--- src/rtl/viterbi_pkg.sv ---
// ============================================================================
//  Module   : viterbi_pkg
//  Brief    : Shared code constants, generator polynomials and encoder FSM
//             state encoding for the convolutional encoder / Viterbi pair.
//  Revision : 1.0 - initial release
// ============================================================================
`default_nettype none

package viterbi_pkg;

    // Constraint length, trellis size and number of zero tail bits
    localparam int K          = 4;
    localparam int NUM_STATES = 8;
    localparam int TAIL_LEN   = 3;

    // Generator taps, MSB applies to the incoming bit, LSB to the oldest bit
    localparam logic [3:0] G0 = 4'b1111;
    localparam logic [3:0] G1 = 4'b1101;

    typedef enum logic [1:0] {
        IDLE       = 2'd0,
        ENCODE     = 2'd1,
        TAIL       = 2'd2,
        FLUSH_DONE = 2'd3
    } enc_state_t;

    // Parity of the generator taps over {d, sr[0], sr[1], sr[2]}
    function automatic logic gen_bit(input logic [3:0] g, input logic d,
                                     input logic [2:0] sr);
        gen_bit = ^(g & {d, sr[0], sr[1], sr[2]});
    endfunction

endpackage

`default_nettype wire

--- src/rtl/conv_enc_core.sv ---
// ============================================================================
//  Module   : conv_enc_core
//  Brief    : K=4 shift register and G0/G1 parity generators. Outputs are
//             combinational from the current bit and register contents.
//  Revision : 1.0 - initial release
// ============================================================================
`default_nettype none

module conv_enc_core
    import viterbi_pkg::*;
(
    input  logic clock,
    input  logic reset,
    input  logic clear_i,
    input  logic shift_en_i,
    input  logic d_i,
    output logic c1_o,
    output logic c0_o
);

    logic [K-2:0] sr_q;
    logic [K-2:0] sr_d;

    // Next register contents: clear at frame start, shift newest bit into sr[0]
    always_comb begin
        sr_d = sr_q;
        if (clear_i) begin
            sr_d = '0;
        end else if (shift_en_i) begin
            sr_d = {sr_q[K-3:0], d_i};
        end
    end

    // Shift register storage
    always_ff @(posedge clock) begin
        if (reset) begin
            sr_q <= '0;
        end else begin
            sr_q <= sr_d;
        end
    end

    assign c1_o = gen_bit(G0, d_i, sr_q);
    assign c0_o = gen_bit(G1, d_i, sr_q);

endmodule

`default_nettype wire

--- src/rtl/conv_encoder.sv ---
// ============================================================================
//  Module   : conv_encoder
//  Brief    : Framed rate-1/2 K=4 convolutional encoder. Each accepted bit
//             produces a registered symbol held SYM_PERIOD cycles; a frame is
//             closed by three zero tail symbols and a one-cycle done pulse.
//  Revision : 1.0 - initial release
// ============================================================================
`default_nettype none

module conv_encoder
    import viterbi_pkg::*;
#(
    parameter int FRAME_LEN  = 20,
    parameter int SYM_PERIOD = 3
) (
    input  logic       clock,
    input  logic       reset,
    input  logic       start,
    input  logic       din,
    input  logic       din_valid,
    output logic       din_ready,
    output logic [1:0] Rx,
    output logic       rx_valid,
    output logic       seqrdy,
    output logic       done
);

    localparam int C_BIT_W  = $clog2(FRAME_LEN + 1);
    localparam int C_SLOT_W = (SYM_PERIOD > 1) ? $clog2(SYM_PERIOD) : 1;

    localparam logic [C_BIT_W-1:0]  C_BIT_LAST  = C_BIT_W'(FRAME_LEN);
    localparam logic [C_SLOT_W-1:0] C_SLOT_LAST = C_SLOT_W'(SYM_PERIOD - 1);
    localparam logic [1:0]          C_TAIL_LAST = 2'(TAIL_LEN);

    enc_state_t            state_q,    state_d;
    logic [C_BIT_W-1:0]    bit_cnt_q,  bit_cnt_d;
    logic [C_SLOT_W-1:0]   slot_q,     slot_d;
    logic [1:0]            tail_cnt_q, tail_cnt_d;
    logic [1:0]            rx_q,       rx_d;
    logic                  rx_valid_q, rx_valid_d;

    logic ready_w;
    logic emit_w;
    logic core_d_w;
    logic core_clear_w;
    logic c1_w;
    logic c0_w;

    conv_enc_core u_core (
        .clock      (clock),
        .reset      (reset),
        .clear_i    (core_clear_w),
        .shift_en_i (emit_w),
        .d_i        (core_d_w),
        .c1_o       (c1_w),
        .c0_o       (c0_w)
    );

    // Next-state, counters and symbol register inputs. A slot period begins
    // with an emitted symbol at slot 0 and ends at slot SYM_PERIOD-1; a slot
    // 0 without an emitted symbol is a stall and holds everything.
    always_comb begin
        state_d      = state_q;
        bit_cnt_d    = bit_cnt_q;
        slot_d       = slot_q;
        tail_cnt_d   = tail_cnt_q;
        rx_d         = rx_q;
        rx_valid_d   = 1'b0;
        ready_w      = (state_q == ENCODE) && (slot_q == '0);
        emit_w       = 1'b0;
        core_d_w     = 1'b0;
        core_clear_w = 1'b0;

        case (state_q)
            IDLE: begin
                rx_d = '0;
                if (start) begin
                    state_d      = ENCODE;
                    bit_cnt_d    = '0;
                    slot_d       = '0;
                    tail_cnt_d   = '0;
                    core_clear_w = 1'b1;
                end
            end
            ENCODE: begin
                core_d_w = din;
                emit_w   = ready_w && din_valid;
                if (emit_w) begin
                    bit_cnt_d = bit_cnt_q + 1'b1;
                end
                if (emit_w || (slot_q != '0)) begin
                    if (slot_q == C_SLOT_LAST) begin
                        slot_d = '0;
                        if (bit_cnt_d == C_BIT_LAST) begin
                            state_d = TAIL;
                        end
                    end else begin
                        slot_d = slot_q + 1'b1;
                    end
                end
            end
            TAIL: begin
                emit_w = (slot_q == '0);
                if (emit_w) begin
                    tail_cnt_d = tail_cnt_q + 1'b1;
                end
                if (slot_q == C_SLOT_LAST) begin
                    slot_d = '0;
                    if (tail_cnt_d == C_TAIL_LAST) begin
                        state_d = FLUSH_DONE;
                    end
                end else begin
                    slot_d = slot_q + 1'b1;
                end
            end
            FLUSH_DONE: begin
                rx_d    = '0;
                state_d = IDLE;
            end
            default: begin
                state_d = IDLE;
            end
        endcase

        if (emit_w) begin
            rx_d       = {c1_w, c0_w};
            rx_valid_d = 1'b1;
        end
    end

    // State, counter and output symbol registers
    always_ff @(posedge clock) begin
        if (reset) begin
            state_q    <= IDLE;
            bit_cnt_q  <= '0;
            slot_q     <= '0;
            tail_cnt_q <= '0;
            rx_q       <= '0;
            rx_valid_q <= 1'b0;
        end else begin
            state_q    <= state_d;
            bit_cnt_q  <= bit_cnt_d;
            slot_q     <= slot_d;
            tail_cnt_q <= tail_cnt_d;
            rx_q       <= rx_d;
            rx_valid_q <= rx_valid_d;
        end
    end

    assign din_ready = ready_w;
    assign Rx        = rx_q;
    assign rx_valid  = rx_valid_q;
    assign seqrdy    = (state_q == ENCODE) || (state_q == TAIL);
    assign done      = (state_q == FLUSH_DONE);

endmodule

`default_nettype wire

--- config.mk ---
export PLATFORM = sky130hd
export DESIGN_NAME = conv_encoder
export DESIGN_NICKNAME = d
export VERILOG_FILES = /design/src/rtl/viterbi_pkg.sv /design/src/rtl/conv_enc_core.sv /design/src/rtl/conv_encoder.sv
export SDC_FILE = /design/constraint.sdc
export NUM_CORES = 1
export LEC_CHECK = 0
export ABC_CLOCK_PERIOD_IN_PS = 2710
export CORE_MARGIN = 2
export CORE_UTILIZATION = 54
export DETAILED_ROUTE_END_ITERATION = 10
export GPL_ROUTABILITY_DRIVEN = 0
export PLACE_DENSITY = 0.86
export SLEW_MARGIN = 15
export SYNTH_ARGS = -nofsm -noshare
export SYNTH_HDL_FRONTEND = slang
export SYNTH_HIERARCHICAL = 1
export SYNTH_SLANG_ARGS = --single-unit
export TNS_END_PERCENT = 1
--- constraint.sdc ---
create_clock -name clock -period 2.71 [get_ports clock]
set_input_delay 0.6775 -clock clock [delete_from_list [all_inputs] [get_ports clock]]
set_output_delay 0.6775 -clock clock [all_outputs]
set_load 0.02 [all_outputs]
==> results by stage <==
Worst setup path:
- In this run the worst path has a maximum fanout of 9.
- The slowest stage of the critical path is the clkdlybuf4s50_1 cell.
- The worst register-to-register path has a depth of 7.
- The launch instance of the worst register-to-register path is state_q[1].
- The critical path crosses 4 cells after its start point.
- Data on the critical path is required at its endpoint by 2.03 ns.
- The kind of cell with the highest combined delay on the critical path is buffers and inverters.
- The total buffers and inverters traversed by the critical path is 2.
- STA classifies the critical path startpoint as a register.
- The worst setup path is captured at an output port.
- For the worst setup path, the data arrival time is 1.88 ns.
- The start-to-end type of the worst setup path is reg -> out.
- The biggest cell delay along the critical path is 0.60 ns.
- Walking the worst path, the cells encountered are inv_1 > ha_1 > and2_1 > clkdlybuf4s50_1.
- The critical path starts at state_q[1].

Hold path:
- The min-delay analysis places its worst path in the category reg -> reg.
- The depth of the worst hold-timing path is 2.
- The worst hold path begins at Rx[0].

STA:
- The worst clock skew on the final layout is 0.00958 ns.
- Measured against its own limit, the worst slew margin works out to 60.7%.
- Subtracting the final worst setup slack from the clock period gives 2.56 ns.
- The max-slew violation count is 0.
- The final-report hold violation count is 0.
- The achievable clock frequency is 390 MHz.
- The number of setup violations in the final report is 0.
- The slew at the pin closest to its max-slew limit is 0.589 ns.
- The worst path uses 94.5% of the clock period.
- Setup repair after global routing left no endpoint under its margin.
- The aggregate negative setup slack is 0 ns.

Layout:
- The area added between synthesis and finish is 13.9%.
- The footprint of the flip-flops and latches is 340 sq um.
- The filler cells instantiated in the layout total 159.
- The layout cell share with drive strength beyond 1 is 10.3%.
- The number of antenna diodes in the final layout is 0.
- The number of nets in the layout is 137.
- The multi-input combinational cells in the finished layout cover a total of 651 sq um.

Route:
- The routed wirelength normalized by instance count is 14.9 um.
- The number of DRC markers in iteration 0 is 30.
- For this block, the routed nets add up to 2250 um of wire.
- Once detail routing completed, the nets flagged for antenna violations numbered 0.
- The DRC violation count after routing is 0.
- The first detailed-routing pass took 4 iterations.
- The vias per cell is 5.95.
- The detailed router placed 898 vias in this run.

Die:
- The die extent in x is 47.7 um.
- In this run the vertical extent of the chip is 47.7 um.
- The die covers 2270 sq um.
- The number of I/O pins is 11.
- The total core area is 1760 sq um.
- The effective utilization at floorplan is 58.4%.
- The floorplan has 15 rows.

Logic synthesis:
- The number of storage elements in the synthesis netlist is 17.
- Counting flops with a built-in enable in the synthesized netlist gives 0.
- For this run, the number of Yosys warnings is 6.
- Synthesis produced a netlist with a net count of 125.
- In the post-synthesis netlist, the biggest area contributors are dfxtp_1 33%, ha_1 6.1%, mux2i_1 5.8%, nor2_1 4.7%, a21oi_1 3.9%.
- In this run the cell area of the synthesized design comes to 1030 sq um.
- The number of different library cells in the post-synthesis netlist is 39.
- The fraction of synthesized cell area taken by the top area cell type is 33.0%.
- The post-synthesis sequential area ratio is 33.0%.
- Synthesis produced 115 cells.
- After synthesis, the mean cell area works out to 8.95 sq um.
- The cell type with the highest aggregate area in the netlist is dfxtp_1.
- The share of synthesized flip-flops with an asynchronous set or reset is 0%.
- The dominant synthesized flop cell is dfxtp_1.

Job:
- The number of max-cap violations is 0.

Pwr:
- The share of power burned in combinational logic is 53.0%.
- The clock share of power is 14.4%.
- Net switching is 42.7% of the power.
- Power comes to 0.000964 W.
- For this design the ratio of total power to cell area is 823 nW/um^2.
- The maximum vdd drop is 0.638 mV.
- The reported net switching power is 0.000411 W.
- The cell-internal power is 0.000553 W.
- The leakage power figure is 0.395 nW.
- The part of the total power dissipated in sequential elements is 32.6%.

Status:
- The flow ran to the end, and the final reports show no timing, DRC or antenna violations.

Clock tree:
- For the worst-skew pair, the clock arrives at the later sink with an insertion delay of 0.29 ns.
- No sink is reached through more buffers than the 2 on the longest clock path.
- The cell chosen for the clock root is clkbuf_4.
- The count of hold buffers inserted by post-cts repair is 0.
- The TritonCTS sink count is 17.
- The number of clock buffers inserted by TritonCTS is 3.
- The number of gates resized after CTS was 0.
- The setup fix buffers added after clock tree synthesis is 0.
- Clock-pin slew was measured on the worst setup and hold paths at 0.11 ns.
- CTS built an H-tree with a depth of 1.
- The TritonCTS clock tree is yes.

GRT:
- The pin count of the biggest net entering global routing is 15.
- The number of antenna violations at the first check in global routing is 0.
- The first-pass GRT wire length is 3420 um.
- The global routing usage summed across all routing layers is 22.4%.
- The via count of the first global-routing pass was 788.
- After global routing the overflow that remains totals 0.

Place:
- The number of input and output port buffers inserted is 10.
- After legalization and detailed placement, the total HPWL measured 1710 um.
power groups by stage:
stage	clock network [W]	logic (W)	registers, W
2_1_floorplan	0	0.000379	0.000305
3_3_place_gp	0	0.000486	0.000318
3_5_place_dp	0	0.000507	0.000319
4_1_cts	0.000144	0.000509	0.000314
5_1_grt	0.000150	0.000550	0.000318
6_report	0.000139	0.000511	0.000315
metrics by stage:
step	utilization (%)	instances	setup slack, ns	area [sq um]	hold slack [ns]
finish	66.5	151	0.148	1170	0.509
global route	66.5	151	0.0899	1170	0.559
CTS	66.5	151	0.152	1170	0.519
detailed placement	64.9	147	0.232	1140	0.493
global placement	64.9	147	0.317	1140	0.480
floorplan	-	115	0.791	1030	0.489
registers in the layout, summed over array words and instances, names as in the netlist:
signal       count
bit_cnt_q        5
u_core/sr_q      3
Rx               2
slot_q           2
state_q          2
tail_cnt_q       2
rx_valid         1
logic make-up (layout without fill, tap and decap cells):
logic type | Yosys count | in the layout | share of synthesized area, %
and+or+nand+nor | 48 | 48 | 27.1
AOI/OAI and AO/OA | 27 | 27 | 18.5
DFF | 17 | 17 | 33.1
buffers and inverters | 8 | 19 | 3.77
muxes | 7 | 7 | 6.93
adders and majority gates | 5 | 5 | 6.08
xor gates and xnor gates | 3 | 3 | 4.62
synthesized netlist by cell type (all sizes together) (2+ instances only):
library cell,number
xnor2,2
mux2i,6
ha,5
clkbuf,2
nand4bb,2
and2,5
o21ai,10
nand3,2
nor3,5
nand2,7
inv,4
dfxtp,17
nor2b,3
a311oi,2
nand4b,2
a21oi,9
or3,3
buf,2
nor2,13
worst register-to-register path: cells and delay by family, from the launching register on:
family	cells	cell delay, ns
flip-flops	1	0.35
AND/OR/NAND/NOR	2	0.64
AO/OA/AOI/OAI	3	0.59
buffers and inverters	1	0.11
adder cells (fa/ha/maj)	1	0.35
layer usage:
metal | global-route usage [%] | vias to the layer above | wire length (um)
met1 | 25.9 | 417 | 989
met4 | 12.4 | 0 | 55
li1 | - | 439 | -
met5 | 0 | - | 0
met3 | 4.53 | 6 | 120
met2 | 38.4 | 36 | 1080
final cells by class:
cell class                      instances  share of cell area [%]
Clock inverter                          1                   0.427
Clock buffer                            3                    1.92
Inverter                                4                    1.28
Multi-Input combinational cell         90                    55.5
Timing Repair Buffer                   11                    9.18
Sequential cell                        17                    29.0
Tap cell                               25                    2.67
path summary, 6_finish.rpt:
check	to	slack [ns]
worst max-delay path	din_ready	0.15
worst min-delay path	Rx[0]	0.51
worst min register to register	Rx[0]	0.51
worst max register to register	state_q[0]	0.55
placed cells by master, fill, tap and decap left out, types with 3 or more instances in the layout:
cell             synthesis  final
dfxtp_1                 17     17
nor3_1                   5      5
nor2b_1                  3      3
and2_1                   5      5
o21ai_1                  5      5
inv_1                    4      4
a21oi_1                  8      8
nand2_1                  7      7
ha_1                     5      5
clkbuf_4                 0      3
o21ai_0                  4      4
nor2_1                  13     13
mux2i_1                  6      6
clkdlybuf4s50_1          0     10
Note: power is estimated with default switching activity, not from simulation.
